## src/rtl/decode_stage.sv

```systemverilog
// Multi-lane RV32I decode stage: per-lane decode, in-order illegal squashing,
// a registered main/skid buffer pair behind valid/ready, and a saturating
// illegal-instruction counter.
// Optional build macro DECODE_RVM_EN: decode the M extension as class MULDIV.

package decode_stage_pkg;
    localparam logic [3:0] CLS_NONE   = 4'd0;
    localparam logic [3:0] CLS_LUI    = 4'd1;
    localparam logic [3:0] CLS_AUIPC  = 4'd2;
    localparam logic [3:0] CLS_JAL    = 4'd3;
    localparam logic [3:0] CLS_JALR   = 4'd4;
    localparam logic [3:0] CLS_BRANCH = 4'd5;
    localparam logic [3:0] CLS_ALUI   = 4'd6;
    localparam logic [3:0] CLS_ALUR   = 4'd7;
    localparam logic [3:0] CLS_MULDIV = 4'd8;
    localparam logic [3:0] CLS_INV    = 4'd15;

    function automatic logic is_write(input logic [3:0] cls);
        return (cls == CLS_LUI)  || (cls == CLS_AUIPC) || (cls == CLS_JAL) ||
               (cls == CLS_JALR) || (cls == CLS_ALUI)  || (cls == CLS_ALUR) ||
               (cls == CLS_MULDIV);
    endfunction
endpackage

// Single-lane classifier; an unfetched lane reports NONE.
module decode_lane
    import decode_stage_pkg::*;
(
    input  logic [31:0] inst,
    input  logic        fetched,
    output logic [3:0]  cls
);
    logic [6:0] op;
    logic [4:0] rd;
    logic [2:0] f3;
    logic [4:0] rs1;
    logic [4:0] rs2;
    logic [6:0] f7;

    assign op  = inst[6:0];
    assign rd  = inst[11:7];
    assign f3  = inst[14:12];
    assign rs1 = inst[19:15];
    assign rs2 = inst[24:20];
    assign f7  = inst[31:25];

    // Exact encoding match, then the rd = x0 legality rule, then fetch gating.
    always_comb begin
        cls = CLS_INV;
        case (op)
            7'b0110111: cls = CLS_LUI;
            7'b0010111: cls = CLS_AUIPC;
            7'b1101111: cls = CLS_JAL;
            7'b1100111: cls = (f3 == 3'd0) ? CLS_JALR : CLS_INV;
            7'b1100011: cls = (f3 == 3'd2 || f3 == 3'd3) ? CLS_INV : CLS_BRANCH;
            7'b0010011: begin
                if (f3 == 3'd1)
                    cls = (f7 == 7'b0000000) ? CLS_ALUI : CLS_INV;
                else if (f3 == 3'd5)
                    cls = (f7 == 7'b0000000 || f7 == 7'b0100000) ? CLS_ALUI : CLS_INV;
                else
                    cls = CLS_ALUI;
            end
            7'b0110011: begin
                if (f7 == 7'b0000000)
                    cls = CLS_ALUR;
                else if (f7 == 7'b0100000 && (f3 == 3'd0 || f3 == 3'd5))
                    cls = CLS_ALUR;
`ifdef DECODE_RVM_EN
                else if (f7 == 7'b0000001)
                    cls = CLS_MULDIV;
`endif
                else
                    cls = CLS_INV;
            end
            default: cls = CLS_INV;
        endcase
        // Writing x0 is only tolerated for jumps (link discard) and the
        // all-zero-register canonical NOP form.
        if (is_write(cls) && cls != CLS_JAL && cls != CLS_JALR &&
            rd == 5'd0 && (rs1 != 5'd0 || rs2 != 5'd0))
            cls = CLS_INV;
        if (!fetched)
            cls = CLS_NONE;
    end
endmodule

module decode_stage
    import decode_stage_pkg::*;
#(
    parameter int LANES = 2,
    parameter int CNT_W = 16
) (
    input  logic                 clk_i,
    input  logic                 rst_i,
    input  logic                 flush_i,
    input  logic                 in_valid_i,
    output logic                 in_ready_o,
    input  logic [32*LANES-1:0]  inst_i,
    input  logic [LANES-1:0]     fetched_i,
    input  logic [31:0]          pc_i,
    output logic                 out_valid_o,
    input  logic                 out_ready_i,
    output logic [32*LANES-1:0]  out_inst_o,
    output logic [4*LANES-1:0]   out_cls_o,
    output logic [LANES-1:0]     out_regwrite_o,
    output logic [LANES-1:0]     out_illegal_o,
    output logic [31:0]          out_pc_o,
    output logic [CNT_W-1:0]     illegal_cnt_o
);
    typedef struct packed {
        logic [LANES-1:0][31:0] inst;
        logic [LANES-1:0][3:0]  cls;
        logic [LANES-1:0]       rw;
        logic [LANES-1:0]       ill;
        logic [31:0]            pc;
    } bundle_t;

    logic [LANES-1:0][31:0] inst_l;
    logic [LANES-1:0][3:0]  lane_cls;
    bundle_t                dec;
    bundle_t                main_q;
    bundle_t                skid_q;
    logic                   main_v;
    logic                   skid_v;
    logic                   seen;
    logic                   accept;
    logic                   drain;
    logic [CNT_W-1:0]       cnt;

    assign inst_l = inst_i;

    for (genvar k = 0; k < LANES; k++) begin : g_lane
        decode_lane u_lane (
            .inst    (inst_l[k]),
            .fetched (fetched_i[k]),
            .cls     (lane_cls[k])
        );
    end

    // Keep lanes up to and including the first illegal one; later lanes die.
    always_comb begin
        seen     = 1'b0;
        dec      = '0;
        dec.inst = inst_l;
        dec.pc   = pc_i;
        for (int k = 0; k < LANES; k++) begin
            if (!seen)
                dec.cls[k] = lane_cls[k];
            dec.ill[k] = (dec.cls[k] == CLS_INV);
            dec.rw[k]  = is_write(dec.cls[k]);
            if (dec.ill[k])
                seen = 1'b1;
        end
    end

    // in_ready is a pure flop output: ready exactly while the skid is empty.
    assign in_ready_o = ~skid_v;
    assign accept     = in_valid_i && !skid_v;
    assign drain      = main_v && out_ready_i;

    // Main/skid buffer: skid drains into main first so order is preserved.
    always_ff @(posedge clk_i) begin
        if (rst_i) begin
            main_v <= 1'b0;
            skid_v <= 1'b0;
            main_q <= '0;
            skid_q <= '0;
        end else if (flush_i) begin
            main_v <= 1'b0;
            skid_v <= 1'b0;
        end else if (!main_v || drain) begin
            if (skid_v) begin
                main_q <= skid_q;
                main_v <= 1'b1;
                skid_v <= 1'b0;
            end else if (accept) begin
                main_q <= dec;
                main_v <= 1'b1;
            end else begin
                main_v <= 1'b0;
            end
        end else if (accept) begin
            skid_q <= dec;
            skid_v <= 1'b1;
        end
    end

    // Squashing leaves at most one illegal lane, so each transfer adds 0 or 1.
    always_ff @(posedge clk_i) begin
        if (rst_i)
            cnt <= '0;
        else if (drain && (|main_q.ill) && cnt != {CNT_W{1'b1}})
            cnt <= cnt + CNT_W'(1);
    end

    assign out_valid_o    = main_v;
    assign out_inst_o     = main_q.inst;
    assign out_cls_o      = main_q.cls;
    assign out_regwrite_o = main_q.rw;
    assign out_illegal_o  = main_q.ill;
    assign out_pc_o       = main_q.pc;
    assign illegal_cnt_o  = cnt;
endmodule

```

## config.mk

```make
export PLATFORM = sky130hd
export DESIGN_NAME = decode_stage
export DESIGN_NICKNAME = d
export VERILOG_FILES = /design/src/rtl/decode_stage.sv
export SDC_FILE = /design/constraint.sdc
export NUM_CORES = 1
export LEC_CHECK = 0
export CORE_MARGIN = 2
export CORE_UTILIZATION = 40
export DETAILED_ROUTE_END_ITERATION = 8
export GPL_ROUTABILITY_DRIVEN = 0
export HOLD_SLACK_MARGIN = 0.05
export PLACE_DENSITY = 0.67
export SLEW_MARGIN = 20
export SYNTH_ARGS = -nofsm -noshare
export SYNTH_HDL_FRONTEND = slang
export SYNTH_HIERARCHICAL = 1
export SYNTH_SLANG_ARGS = --single-unit
```

## constraint.sdc

```tcl
create_clock -name clk_i -period 2.63 [get_ports clk_i]
set_input_delay 0.263 -clock clk_i [delete_from_list [all_inputs] [get_ports clk_i]]
set_output_delay 0.263 -clock clk_i [all_outputs]
set_load 0.02 [all_outputs]
```

Word level (Yosys, flattened, before mapping) --
Cells that the tools add are included.
Word-level totals: bits in registers 234, output and inout bits 126, logic and storage cells 173
Operators by class: $add $sub $neg 1, eq/ne operators 59, muxes and demuxes 28, bitwise operators 3, reduce and logical (&&, ||, !) cells 65
Operators with widths (count):
- $mux 108 | 2
- $mux 4 | 21
- $pmux 4 s7 | 2
- $eq 4x3->1 const B | 12
- $eq 7x6->1 const B | 6
- $eq 7x7->1 const B | 6
- $logic_or 1x1->1 | 33
- $eq 4x2->1 const B | 8
- $eq 7x5->1 const B | 4
- $eq 4x4->1 const B | 6
- $reduce_bool 5->1 | 4
- $add 16x1->16 const B | 1
- $eq 4x1->1 const B | 4
- $ne 16x16->1 const B | 1
- $logic_and 1x1->1 | 14
- $logic_not 7->1 | 2
- $eq 3x2->1 const B | 4
- $logic_not 5->1 | 2
- $ne 4x2->1 const B | 2
- $ne 4x3->1 const B | 2
- $eq 3x1->1 const B | 2
- $eq 3x3->1 const B | 2
- $logic_not 3->1 | 2
- $reduce_and 3->1 | 2
- other kinds (6) | 12

Longest topological paths before layout --
Gate-level depths: netlist of run 1.
word-level depth 31, depth in mapped cells 9, gate-level depth less buffers 9

Modules after synthesis --
Netlist of run 1, hierarchy kept.
By module, submodules not included:
- decode_stage | times used 1, cells an instance 1070, area an instance 9257.6 µm²
- decode_lane | times used 2, cells an instance 50, area an instance 300.3 µm²

Least setup slack after synthesis of run 1 --
Ideal clock, no wire load.
kind input to register, from input port inst_i[7], to register main_q (netlist bit out_cls_o[4]), data arrival time 2.322 ns, data required time 2.498 ns, path slack 0.176 ns, cell stages on the path 8, cell sequence or4_1 nor2_1 nand3_1 a41oi_1 nand4_1 and2_1 a221oi_1 nor3_1
RTL lines:
- start, declared | RTL line 99 | input logic [32*LANES-1:0] inst_i,
- end signal, assigned | RTL line 174 | main_q <= skid_q;
- end, declared | RTL line 122 | bundle_t main_q;

==> flow_summary.json, run 1 <==
{
  "grt-ovfl-total": 0,
  "hold_class": "primary input to register",
  "cts_htree_levels": 1,
  "critPathKind": "primary input to register",
  "crit_family": "compound AO/OA/AOI/OAI gates",
  "postCtsSetupRepairBufs": 0,
  "antenna_cells": 0,
  "drcViolationCount": 0,
  "vias": 8909,
  "dieArea_um2": 25920,
  "synthArstFlopShare": 0,
  "clkSinkCount": 234,
  "postSynthAreaPerCell_um2": 8.426,
  "syn-num-nets": 1274,
  "drive_above_1_share": 0.07898,
  "cts_resized": 0,
  "max_stage_delay_ns": 0.57,
  "ys.flop_type": "dfxtp_1",
  "min_path_cells": 2,
  "worst_setup_path_start_kind": "primary input",
  "port_buffers": 228,
  "end_kind": "register",
  "drt_iter0_drc": 492,
  "setup_ws_ns": 0.1834,
  "drv_slew": 0,
  "core.rowCount": 57,
  "synth-seq-cells": 234,
  "ios": 229,
  "fin_nets": 1503,
  "timing.hold.ws_ns": 0.2186,
  "cts_tree": "built",
  "tightestPinTransition_ns": 1.019,
  "wl_per_cell_um": 15.09,
  "rsz0062_at_grt": "false",
  "grtUsageTotal": 0.1993,
  "slew_headroom": 0.3210,
  "slowest_stage": "or4_1",
  "status": "complete, no violations",
  "cp.required_ns": 3.06,
  "grt_use_met2": 0.3371,
  "pre_cts_slack_ns": -0.3505,
  "ir_worst_vdd_mv": 0.3973,
  "gr-max-usage-layer": "met2",
  "p_leak_nw": 4.515,
  "cts_buffers": 26,
  "fin_util": 0.5636,
  "clk_path_buf_depth": 3,
  "use_met3": 0.03980,
  "die_y_um": 161.0,
  "wirelength_um": 26280,
  "path_depth": 10,
  "firstDrtPassIters": 4,
  "crit_arrival_ns": 2.88,
  "hold_violations": 0,
  "hpwl_um": 17640,
  "core_area_um2": 24250,
  "fin_skew_ns": 0.01558,
  "clk_transition_reported_paths_ns": 0.06,
  "min_period_over_period": 0.9302,
  "synthCells": 1170,
  "crit_fanout": 5,
  "hold_buffers": 0,
  "total_power_mw": 8.366,
  "cts_root_buffer": "clkbuf_16",
  "syn_area_um2": 9858,
  "ys_warn_count": 6,
  "initial_core_util": 0.4066,
  "drtAntennaViolNets": 0,
  "use_met1": 0.2603,
  "synth_cell_type_count": 47,
  "setup_viol_count_final": 0,
  "viasPerCell": 5.114,
  "area_growth_pct": 38.62,
  "grt_pass1_vias": 8507,
  "r2r_setup_slack_ns": 0.78,
  "post-route-min-period_ns": 2.447,
  "reg2reg_depth": 5,
  "fp.dieW_um": 161.0,
  "grt_pass1_wl_um": 43340,
  "worstSkewPairLatency_ns": 0.52,
  "synth_edf_count": 0,
  "power.density_nw_per_um2": 612.2,
  "grt_max_degree": 81,
  "maxCapViolCount": 0,
  "timing.fmax_mhz": 408.7,
  "yosysSeqAreaShare": 0.4752,
  "critPathBufInv": 1,
  "antenna_found_initial": 0,
  "worstPathCellList": "clkdlybuf4s50_1 -> or4_1 -> o32a_1 -> o31ai_2 -> a41oi_1 -> nor2_1 -> mux2i_1 -> o22ai_1 -> a221oi_1 -> nor3_1"
}
## worst register-to-register path, delay by kind of cell, from the launching register on
| kind | cells | cell delay [ns] |
|---|---|---|
| flip-flops | 1 | 0.43 |
| AO/OA/AOI/OAI | 1 | 0.18 |
| AND/OR/NAND/NOR | 3 | 0.96 |
| XOR/XNOR | 1 | 0.16 |
## registers in the layout (all words and copies together), names as in the netlist
register	flops
out_regwrite_o	2
out_valid_o	1
skid_q	108
out_cls_o	8
out_pc_o	32
out_inst_o	64
illegal_cnt_o	16
out_illegal_o	2
skid_v	1
## layer usage
layer / wire length, um / part of all wire / vias to the layer above
li1: - / - / 4577
met1: 12010 / 0.46 / 4086
met2: 12200 / 0.46 / 200
met3: 1447 / 0.055 / 46
met4: 622 / 0.024 / 0
met5: 0 / 0 / -
## placed cells by master (no fill, tap or decap), types with 6 or more instances in the layout
master and instances:
nand3_1 25, clkbuf_1 9, nor3_1 17, nand2_1 217, dfxtp_1 233, clkbuf_8 6
clkdlybuf4s50_1 227, o21ai_0 8, nor2_1 148, a21oi_1 116, xnor2_1 13, a211oi_1 106
buf_4 49, buf_12 11, nand4_1 8, mux2i_1 102, nor4_1 11, inv_1 8
clkbuf_16 28, nand2b_1 7
## cell type report
class	count	area, um^2
tap	324	405.4
fill	2224	10580
multi-input combinational	841	4827
clock inverter	4	26.28
sequential	234	4688
timing repair buffer	288	2872
clock buffer	43	817.0
inverter	8	30.03
## path summary, 6_finish.rpt
check	start	to
worst max-delay path	inst_i[57]	out_regwrite_o[1]
worst min-delay path	rst_i	skid_q[72]
worst max register to register	out_illegal_o[1]	illegal_cnt_o[15]
worst min register to register	skid_q[6]	skid_q[6]
## synthesized netlist by cell type, drive strengths merged (4+ instances only)
| library cell | number | share of area |
|---|---|---|
| a211oi | 106 | 0.081 |
| a21oi | 118 | 0.061 |
| a221oi | 4 | 0.0036 |
| a31oi | 4 | 0.0025 |
| and3 | 4 | 0.0025 |
| buf | 20 | 0.0089 |
| clkbuf | 67 | 0.026 |
| dfxtp | 234 | 0.48 |
| inv | 8 | 0.0030 |
| mux2i | 102 | 0.10 |
| nand2 | 218 | 0.083 |
| nand2b | 7 | 0.0044 |
| nand3 | 26 | 0.013 |
| nand4 | 9 | 0.0063 |
| nor2 | 148 | 0.056 |
| nor2b | 4 | 0.0025 |
| nor3 | 18 | 0.0091 |
| nor4 | 12 | 0.0082 |
| o21ai | 8 | 0.0041 |
| or4 | 5 | 0.0042 |
| xnor2 | 13 | 0.012 |
## cells by family after synthesis
kind of cell,synth area share
AOI/OAI and AO/OA,0.1680
xor gates and xnor gates,0.01155
and+or+nand+nor,0.2029
buffers and inverters,0.03744
DFF,0.4752
adders and majority gates,0.001269
muxes,0.1036
## stage by stage
stage | TNS (ns) | instance area [um^2] | instances
global placement | -3.277 | 12820 | 1695
finish | 0 | 13670 | 1742
global route | 0 | 13670 | 1742
detailed placement | -3.833 | 12820 | 1695
floorplan | 0 | 9858 | 1170
CTS | 0 | 13670 | 1742
## power breakdown
part	total (mW)	internal, mW	switching (mW)
registers	3.74	3.67	0.0695
logic	1.09	0.533	0.557
clock network	3.53	2.11	1.42
total	8.37	6.32	2.05
No activity file was read; power rests on OpenSTA's default activity.
==> run 2, diff against run 1 <==
--- a/config.mk
+++ b/config.mk
@@ -5,6 +5,7 @@
 export SDC_FILE = /design/constraint.sdc
 export NUM_CORES = 1
 export LEC_CHECK = 0
+export CORE_ASPECT_RATIO = 0.8
 export CORE_MARGIN = 2
 export CORE_UTILIZATION = 40
 export DETAILED_ROUTE_END_ITERATION = 8
@@ -16,3 +17,4 @@
 export SYNTH_HDL_FRONTEND = slang
 export SYNTH_HIERARCHICAL = 1
 export SYNTH_SLANG_ARGS = --single-unit
+export TNS_END_PERCENT = 1
==> run 2 against run 1 <==
Net effect: worst setup slack better by 0.045 ns; register-to-register slack worse by 0.06 ns; utilization is 0.067 points lower; total power is 0.17% lower; maximum frequency is 1.9% higher; global-route usage is 0.14 points higher; design area is 0.12% lower; final cell count is 0.69% lower; largest power group unchanged.
==> flow_summary.json, run 2 (synthesis gave the netlist of run 1 again) <==
{
  "core_area_um2": 24250,
  "final_cells": 1730,
  "final_cell_mix": "233 x dfxtp_1, 227 x clkdlybuf4s50_1, 217 x nand2_1",
  "min_path_cells": 2,
  "antenna_cells": 0,
  "worst_setup_path_start_kind": "primary input",
  "die_y_um": 144.4,
  "drtAntennaViolNets": 0,
  "wirelength_um": 27200,
  "tightestPinTransition_ns": 0.5537,
  "p_leak_nw": 4.508,
  "r2r_setup_slack_ns": 0.72,
  "cts_buffers": 26,
  "fillers": 2184,
  "vias": 9024,
  "clkSinkCount": 234,
  "antenna_found_initial": 0,
  "hold_start": "rst_i",
  "crit_arrival_ns": 2.78,
  "cts_htree_levels": 1,
  "reg2reg_depth": 6,
  "fin_setup_tns_ns": 0,
  "grt_pass1_wl_um": 43490,
  "end_kind": "register",
  "post-route-min-period_ns": 2.402,
  "grt-ovfl-total": 0,
  "fin_nets": 1502,
  "placed_cells": 1687,
  "hold_buffers": 0,
  "maxCapViolCount": 0,
  "comb_power_share": 0.131,
  "port_buffers": 228,
  "power.density_nw_per_um2": 611.9,
  "timing.hold.ws_ns": 0.2006,
  "netSwitchingPower_mw": 2.039,
  "clk_path_buf_depth": 3,
  "cts_tree": "built",
  "crit_fanout": 7,
  "grt_pass1_vias": 8330,
  "fin_util": 0.5629,
  "p_int_mw": 6.312,
  "min_period_over_period": 0.9133,
  "seq_power_share": 0.449,
  "drcViolationCount": 0,
  "hold-path-endpoint": "skid_q[1]",
  "regArea_um2": 4688,
  "critPathKind": "primary input to register",
  "largest_register": "skid_q",
  "setup_viol_count_final": 0,
  "largest_reg_flops": 108,
  "fin_skew_ns": 0.008492,
  "dieArea_um2": 25930,
  "drt_iter0_drc": 516,
  "viasPerCell": 5.216,
  "core.rowCount": 51,
  "drv_slew": 0,
  "switching_share": 0.2442,
  "firstDrtPassIters": 5,
  "final_common_cell": "dfxtp_1",
  "clk_transition_reported_paths_ns": 0.06,
  "hold_class": "primary input to register",
  "wl_per_cell_um": 15.72,
  "status": "complete, no violations",
  "timing.fmax_mhz": 416.3,
  "grtUsageTotal": 0.2007,
  "slew_headroom": 0.6308,
  "total_power_mw": 8.352,
  "drive_above_1_share": 0.08074,
  "multiInputGateArea_um2": 4842,
  "cp.required_ns": 3.01,
  "ios": 229,
  "initial_core_util": 0.4066,
  "worstSkewPairLatency_ns": 0.52,
  "hold_violations": 0,
  "hpwl_um": 18090,
  "power_frac_clock": 0.421,
  "cts_root_buffer": "clkbuf_16",
  "ir_worst_vdd_mv": 0.5258,
  "timing.rr.start": "skid_v",
  "area_growth_pct": 38.46,
  "grt_max_degree": 70,
  "r2r_end": "out_inst_o[14]",
  "fp.dieW_um": 179.5
}
run 2: worst max path at each step:
| stage | startpoint | endpoint | slack [ns] | cells after the start |
|---|---|---|---|---|
| 3_5_place_dp | inst_i[58] | out_regwrite_o[1] | -0.36 | 9 |
| 3_3_place_gp | inst_i[58] | out_regwrite_o[1] | -0.32 | 10 |
| 4_1_cts | inst_i[58] | out_regwrite_o[1] | 0.14 | 9 |
| 5_1_grt | inst_i[7] | out_regwrite_o[1] | -0.002 | 10 |
| 6_report | inst_i[7] | out_regwrite_o[1] | 0.23 | 10 |
| 2_1_floorplan | inst_i[7] | out_cls_o[4] | 0.18 | 8 |
run 2: routing by layer:
layer / wire length, um / up-vias / track usage
met5: 0 / - / 0
met4: 488 / 0 / 0.04322
met3: 1604 / 34 / 0.05087
met2: 12210 / 212 / 0.3202
met1: 12900 / 4201 / 0.2749
li1: - / 4577 / -
run 2: area by class of cell:
type / count / area share
multi-input combinational: 841 / 0.3548
sequential: 234 / 0.3435
timing repair buffer: 287 / 0.2098
clock buffer: 41 / 0.05995
tap: 318 / 0.02915
inverter: 8 / 0.002200
clock inverter: 1 / 0.0006417
run 2: power by group through the flow:
stage	Sequential [mW]	Combinational, mW	Clock [mW]
after floorplan	3.95	0.363	0
after global placement	3.82	1.08	0
after detailed placement	3.82	1.09	0
after CTS	3.75	1.10	3.61
after global routing	3.76	1.18	3.75
final	3.75	1.09	3.51
run 2: critical path, stage by stage:
cell	delay, ns
clkdlybuf4s50_1	0.42
or4_1	0.57
nor2_2	0.18
nand3_1	0.12
a41oi_1	0.28
nand4_1	0.15
buf_4	0.20
and2_2	0.22
a221oi_1	0.28
nor3_1	0.09
run 2: repair_timing:
item / CTS / global route
gates resized for setup: 0 / 4
endpoints found under the setup margin: 0 / 4
setup buffers: 0 / 1
hold endpoints to repair: 0 / 0
run 2: per-stage QoR:
stage	area, um^2	setup WS, ns
6_report	13650	0.2280
5_1_grt	13650	-0.002011
4_1_cts	13630	0.1428
3_5_place_dp	12800	-0.3616
3_3_place_gp	12800	-0.3245
2_1_floorplan	9858	0.1759
